### config.mk
export PLATFORM = sky130hd
export DESIGN_NAME = cruise_speed_regulator
export DESIGN_NICKNAME = d
export VERILOG_FILES = /design/src/rtl/cruise_speed_regulator.sv
export SDC_FILE = /design/constraint.sdc
export NUM_CORES = 1
export LEC_CHECK = 0
export BUFFER_PORTS_ARGS = -buffer_cell sky130_fd_sc_hd__buf_2
export CAP_MARGIN = 20
export CORE_ASPECT_RATIO = 0.6
export CORE_MARGIN = 2
export CORE_UTILIZATION = 50
export DETAILED_ROUTE_END_ITERATION = 10
export HOLD_SLACK_MARGIN = 0.06
export PLACE_DENSITY = 0.68
export SETUP_SLACK_MARGIN = 0.05
export SLEW_MARGIN = 0
export SYNTH_ARGS = -nofsm -noshare
export SYNTH_HDL_FRONTEND = slang
export SYNTH_SLANG_ARGS = --single-unit
### constraint.sdc
create_clock -name clk -period 5.91 [get_ports clk]
set_clock_uncertainty 0.2 [all_clocks]
set_input_delay 0.8865 -clock clk [delete_from_list [all_inputs] [get_ports clk]]
set_output_delay 0.8865 -clock clk [all_outputs]
set_load 0.05 [all_outputs]
### src/rtl/cruise_speed_regulator.sv
// rtl/cruise_speed_regulator.sv - closed-loop speed regulator driven by comparator G/Eq/L flags
// Filters the flags for stability, issues single-cycle accel/decel steps, reports lock or fault.
module cruise_speed_regulator #(
  parameter int SETTLE_CYCLES = 4,
  parameter int STEP_PERIOD   = 8,
  parameter int MAX_STEPS     = 32,
  parameter int CNT_W         = 8
) (
  input  logic       clk,
  input  logic       rst,
  input  logic       cruise_on,
  input  logic       brake,
  input  logic       cmp_G,
  input  logic       cmp_Eq,
  input  logic       cmp_L,
  output logic       cmp_enable,
  output logic       accel,
  output logic       decel,
  output logic       locked,
  output logic       fault,
  output logic [1:0] state
);

  typedef enum logic [1:0] {
    S_OFF    = 2'b00,
    S_SETTLE = 2'b01,
    S_ADJUST = 2'b10,
    S_LOCKED = 2'b11
  } state_t;

  localparam logic [CNT_W-1:0] SETTLE_N  = CNT_W'(SETTLE_CYCLES);
  localparam logic [CNT_W-1:0] STEP_LAST = CNT_W'(STEP_PERIOD - 1);
  localparam logic [CNT_W-1:0] STEP_MAX  = CNT_W'(MAX_STEPS);
  localparam logic [CNT_W-1:0] CNT_ONE   = CNT_W'(1);
  localparam logic [CNT_W-1:0] CNT_SAT   = '1;

  function automatic logic [CNT_W-1:0] sat_inc(input logic [CNT_W-1:0] v);
    return (v == CNT_SAT) ? v : v + CNT_ONE;
  endfunction

  state_t           state_q;
  logic             cmp_enable_q;
  logic             accel_q;
  logic             decel_q;
  logic             locked_q;
  logic             fault_q;
  logic [CNT_W-1:0] settle_cnt_q;
  logic [CNT_W-1:0] step_tmr_q;
  logic [CNT_W-1:0] step_cnt_q;
  logic [CNT_W-1:0] lock_cnt_q;
  logic [2:0]       prev_flags_q;

  logic [2:0]       flags;
  logic             flag_valid;
  logic             flag_eq;
  logic             flag_up;
  logic             flag_down;
  logic [CNT_W-1:0] settle_d;
  logic [CNT_W-1:0] lock_d;
  logic [CNT_W-1:0] step_d;

  assign flags      = {cmp_G, cmp_Eq, cmp_L};
  assign flag_valid = (flags == 3'b100) || (flags == 3'b010) || (flags == 3'b001);
  assign flag_eq    = (flags == 3'b010);
  assign flag_up    = (flags == 3'b001);
  assign flag_down  = (flags == 3'b100);

  // A fresh valid sample restarts the run at 1; only repeats of the stored sample extend it.
  always_comb begin
    settle_d = '0;
    if (flag_valid) begin
      if ((settle_cnt_q == '0) || (flags == prev_flags_q)) begin
        settle_d = sat_inc(settle_cnt_q);
      end else begin
        settle_d = CNT_ONE;
      end
    end
    lock_d = (flag_valid && !flag_eq) ? sat_inc(lock_cnt_q) : '0;
    step_d = sat_inc(step_cnt_q);
  end

  always_ff @(posedge clk or posedge rst) begin
    if (rst) begin
      state_q      <= S_OFF;
      cmp_enable_q <= 1'b0;
      accel_q      <= 1'b0;
      decel_q      <= 1'b0;
      locked_q     <= 1'b0;
      fault_q      <= 1'b0;
      settle_cnt_q <= '0;
      step_tmr_q   <= '0;
      step_cnt_q   <= '0;
      lock_cnt_q   <= '0;
      prev_flags_q <= '0;
    end else begin
      accel_q <= 1'b0;
      decel_q <= 1'b0;
      if (!cruise_on) begin
        fault_q <= 1'b0;
      end
      if (brake || !cruise_on) begin
        state_q      <= S_OFF;
        cmp_enable_q <= 1'b0;
        locked_q     <= 1'b0;
        settle_cnt_q <= '0;
        step_tmr_q   <= '0;
        lock_cnt_q   <= '0;
        prev_flags_q <= '0;
      end else begin
        case (state_q)
          S_OFF: begin
            if (!fault_q) begin
              state_q      <= S_SETTLE;
              cmp_enable_q <= 1'b1;
              settle_cnt_q <= '0;
              step_tmr_q   <= '0;
              step_cnt_q   <= '0;
              lock_cnt_q   <= '0;
              prev_flags_q <= '0;
            end
          end
          S_SETTLE: begin
            prev_flags_q <= flags;
            settle_cnt_q <= settle_d;
            if (settle_d >= SETTLE_N) begin
              settle_cnt_q <= '0;
              step_tmr_q   <= '0;
              lock_cnt_q   <= '0;
              if (flag_eq) begin
                state_q    <= S_LOCKED;
                locked_q   <= 1'b1;
                step_cnt_q <= '0;
              end else begin
                state_q <= S_ADJUST;
              end
            end
          end
          S_ADJUST: begin
            if (step_tmr_q >= STEP_LAST) begin
              settle_cnt_q <= '0;
              prev_flags_q <= '0;
              step_tmr_q   <= '0;
              if (flag_eq) begin
                state_q    <= S_LOCKED;
                locked_q   <= 1'b1;
                step_cnt_q <= '0;
                lock_cnt_q <= '0;
              end else if (flag_up || flag_down) begin
                accel_q    <= flag_up;
                decel_q    <= flag_down;
                step_cnt_q <= step_d;
                // The pulse that exhausts the step budget still goes out, but regulation stops.
                if (step_d >= STEP_MAX) begin
                  fault_q      <= 1'b1;
                  state_q      <= S_OFF;
                  cmp_enable_q <= 1'b0;
                end else begin
                  state_q <= S_SETTLE;
                end
              end else begin
                state_q <= S_SETTLE;
              end
            end else begin
              step_tmr_q <= sat_inc(step_tmr_q);
            end
          end
          S_LOCKED: begin
            step_cnt_q <= '0;
            lock_cnt_q <= lock_d;
            if (lock_d >= SETTLE_N) begin
              state_q      <= S_SETTLE;
              locked_q     <= 1'b0;
              lock_cnt_q   <= '0;
              settle_cnt_q <= '0;
              prev_flags_q <= '0;
            end
          end
          default: begin
            state_q      <= S_OFF;
            cmp_enable_q <= 1'b0;
            locked_q     <= 1'b0;
          end
        endcase
      end
    end
  end

  assign cmp_enable = cmp_enable_q;
  assign accel      = accel_q;
  assign decel      = decel_q;
  assign locked     = locked_q;
  assign fault      = fault_q;
  assign state      = state_q;

endmodule

==> flow_summary.ini <==
[global_route]
grt_max_degree = 43
grt_antenna_before_repair = 0
track_usage_pct = 19.3
grt_pass1_vias = 1614
grt_first_pass_wirelength_um = 8070
overflow = 0

[yosys]
syn_nets = 261
syn_inst = 245
synth_top_area_share_pct = 44.0
yosysWarnings = 0
syn_area_sq_mm = 0.00239
yosys-top-cells-area = dfrtp_1, and2_1, ha_1
ys.flop_type = dfrtp_1
synthArstFlopShare_pct = 100
synth_seq_cells = 42
synth.distinct_cells = 54
synth_area_per_cell_sq_um = 9.74
synth_edf_count = 0
ys_seq_area_share_pct = 44.0
yosysTopAreaCell = dfrtp_1

[final_layout]
antenna_cells = 0
drive_above_1_share_pct = 13.8
utilization_pct = 57.2
fin_nets = 276
stdcell_count = 323
area_growth_pct = 9.96
final.fill_count = 389

[power]
power_leakage_nw = 1.22
ir_drop_uv = 127
power_density_mw_per_mm2 = 215
finalPower_mw = 0.565

[timing]
slew_violations = 0
fmax_mhz = 343
whs_ns = 0.284
tns_ns = 0
max_slew_margin_pct = 44.3
rsz0062_at_grt = false
setup_violations = 0
finalHoldViolations = 0
worst_pin_slew_ns = 0.836
min_period_ns = 2.91
fin_crit_sh_pct = 49.3

[clock_tree]
clock_latency_ns = 0.29
cts-root-buf = clkbuf_8
cts_inserted_buffers = 5
clockBufferDepth = 2
tritoncts = built
clkTransAtPathRegs_ns = 0.08
cts_resized = 0
cts_hold_buf = 0
h-tree-depth = 2
clkSinkCount = 42
cts_setup_buffers = 0

[drt]
routedWlPerCell_um = 14.6
drtIter0Drc = 147
drcViolationCount = 0
ant_nets = 0
routed_wl_um = 4730
drt_first_pass_iters = 5
num_vias = 1849
viasPerCell = 5.72

[setup_path]
start_kind = input pin
arrival_ns = 2.89
cp_max_fo = 19
end_kind = flip-flop
worstSetupPathType = input pin to flip-flop
critPathRequiredTime_ns = 5.88

[floorplanning]
ios = 14
initial_utilization_pct = 52.0
die_x_um = 93.2
die_h_um = 57.5
core_area_sq_mm = 0.00459
row_count = 19
die_area_sq_mm = 0.00536

[placed_design]
hpwl_um = 3470
port_buffers = 13
placedCellCount = 316
place_congestion = 0.854

[flow_run]
drv_cap = 0

[outcome]
outcome = complete, no violations

[hold_path]
timing.hold.worst.class = flip-flop to flip-flop
[power breakdown]
| group | total [mW] | internal [mW] | switching, mW |
|---|---|---|---|
| Clock | 0.227 | 0.135 | 0.0923 |
| Sequential | 0.291 | 0.289 | 0.00212 |
| Combinational | 0.0462 | 0.0146 | 0.0316 |
| Total | 0.565 | 0.438 | 0.126 |
[per-layer routing]
metal  wire (um)  vias up  track usage (%)
li1            -      914                -
met1        2610      875             32.5
met2        1760       56             24.2
met3         335        4             5.15
met4          25        0             3.78
met5           0        -                0
[worst paths after layout]
| kind | startpoint | endpoint | cells past startpoint | slack [ns] |
|---|---|---|---|---|
| max in group asynchronous | rst | lock_cnt_q[1] | 3 | 4.65 |
| min reg2reg | lock_cnt_q[5] | lock_cnt_q[5] | 1 | 0.28 |
| min in group asynchronous | rst | lock_cnt_q[4] | 3 | 0.50 |
| max reg2reg | state[0] | state[1] | 8 | 3.06 |
| max | brake | state[1] | 7 | 3.00 |
| min | lock_cnt_q[5] | lock_cnt_q[5] | 1 | 0.28 |
[synth_stat cells (all sizes together), types with 2 or more instances]
| library cell | n |
|---|---|
| a22o | 3 |
| nand2 | 26 |
| clkbuf | 3 |
| a31o | 2 |
| o22a | 2 |
| dfrtp | 42 |
| nand2b | 5 |
| o211ai | 2 |
| a41o | 2 |
| o41ai | 4 |
| ha | 9 |
| and3 | 3 |
| a32oi | 2 |
| or3 | 2 |
| a21oi | 11 |
| nor3b | 2 |
| mux2 | 3 |
| a21o | 2 |
| buf | 3 |
| o21ai | 14 |
| nand3 | 11 |
| a31oi | 4 |
| a211oi | 3 |
| nor4 | 2 |
| nor3 | 6 |
| o211a | 2 |
| a211o | 2 |
| mux2i | 4 |
| nand4 | 5 |
| and2 | 20 |
| xnor2 | 4 |
| nor2 | 14 |
| inv | 14 |
[layout make-up]
| cell class | instances | area (sq um) | share of cell area, % |
|---|---|---|---|
| Multi-Input combinational cell | 183 | 1260 | 47.9 |
| Sequential cell | 42 | 1050 | 40.1 |
| Clock buffer | 6 | 82.6 | 3.15 |
| Tap cell | 63 | 78.8 | 3.00 |
| Timing Repair Buffer | 14 | 72.6 | 2.77 |
| Inverter | 14 | 52.6 | 2.00 |
| Clock inverter | 1 | 30.0 | 1.14 |
[critical path, cell delays in order]
cell and delay (ns):
buf_2 0.10, nand2b_1 0.38, nor4_2 0.63, a21oi_1 0.15, o211ai_2 0.30, nor2_1 0.10, mux2_1 0.33
[kinds of logic after synthesis]
| group | count (synthesis) | synth area share, % |
|---|---|---|
| and+or+nand+nor | 104 | 23.9 |
| buffers and inverters | 20 | 3.30 |
| DFF | 42 | 44.0 |
| xor gates and xnor gates | 4 | 1.47 |
| muxes | 7 | 3.09 |
| AOI/OAI and AO/OA | 59 | 19.5 |
| adders and majority gates | 9 | 4.72 |
[sequential cells by signal (all words and copies together) (netlist names)]
name          flops
state             2
step_tmr_q        8
accel             1
cmp_enable        1
prev_flags_q      3
settle_cnt_q      8
lock_cnt_q        8
fault             1
locked            1
step_cnt_q        8
decel             1
[cell usage in the layout (no fill, tap or decap), drive strengths merged, types with 3 or more instances in the layout]
cell type  count
and3           3
dfrtp         42
ha             9
clkbuf         6
and2          20
mux2           3
o21ai         14
nand3         11
nand4          5
mux2i          4
nor2          14
buf           14
a22o           3
nand2b         5
o41ai          4
a31oi          4
xnor2          4
a211oi         3
nor3           6
nand2         26
inv           13
a21oi         11
[per-stage QoR]
step	area, sq um	setup slack (ns)
after floorplan	2390	3.28
after global placement	2510	2.83
after detailed placement	2510	2.69
after CTS	2620	3.00
after global routing	2620	2.82
final	2620	3.00
Note: power is estimated with default switching activity, not from simulation.
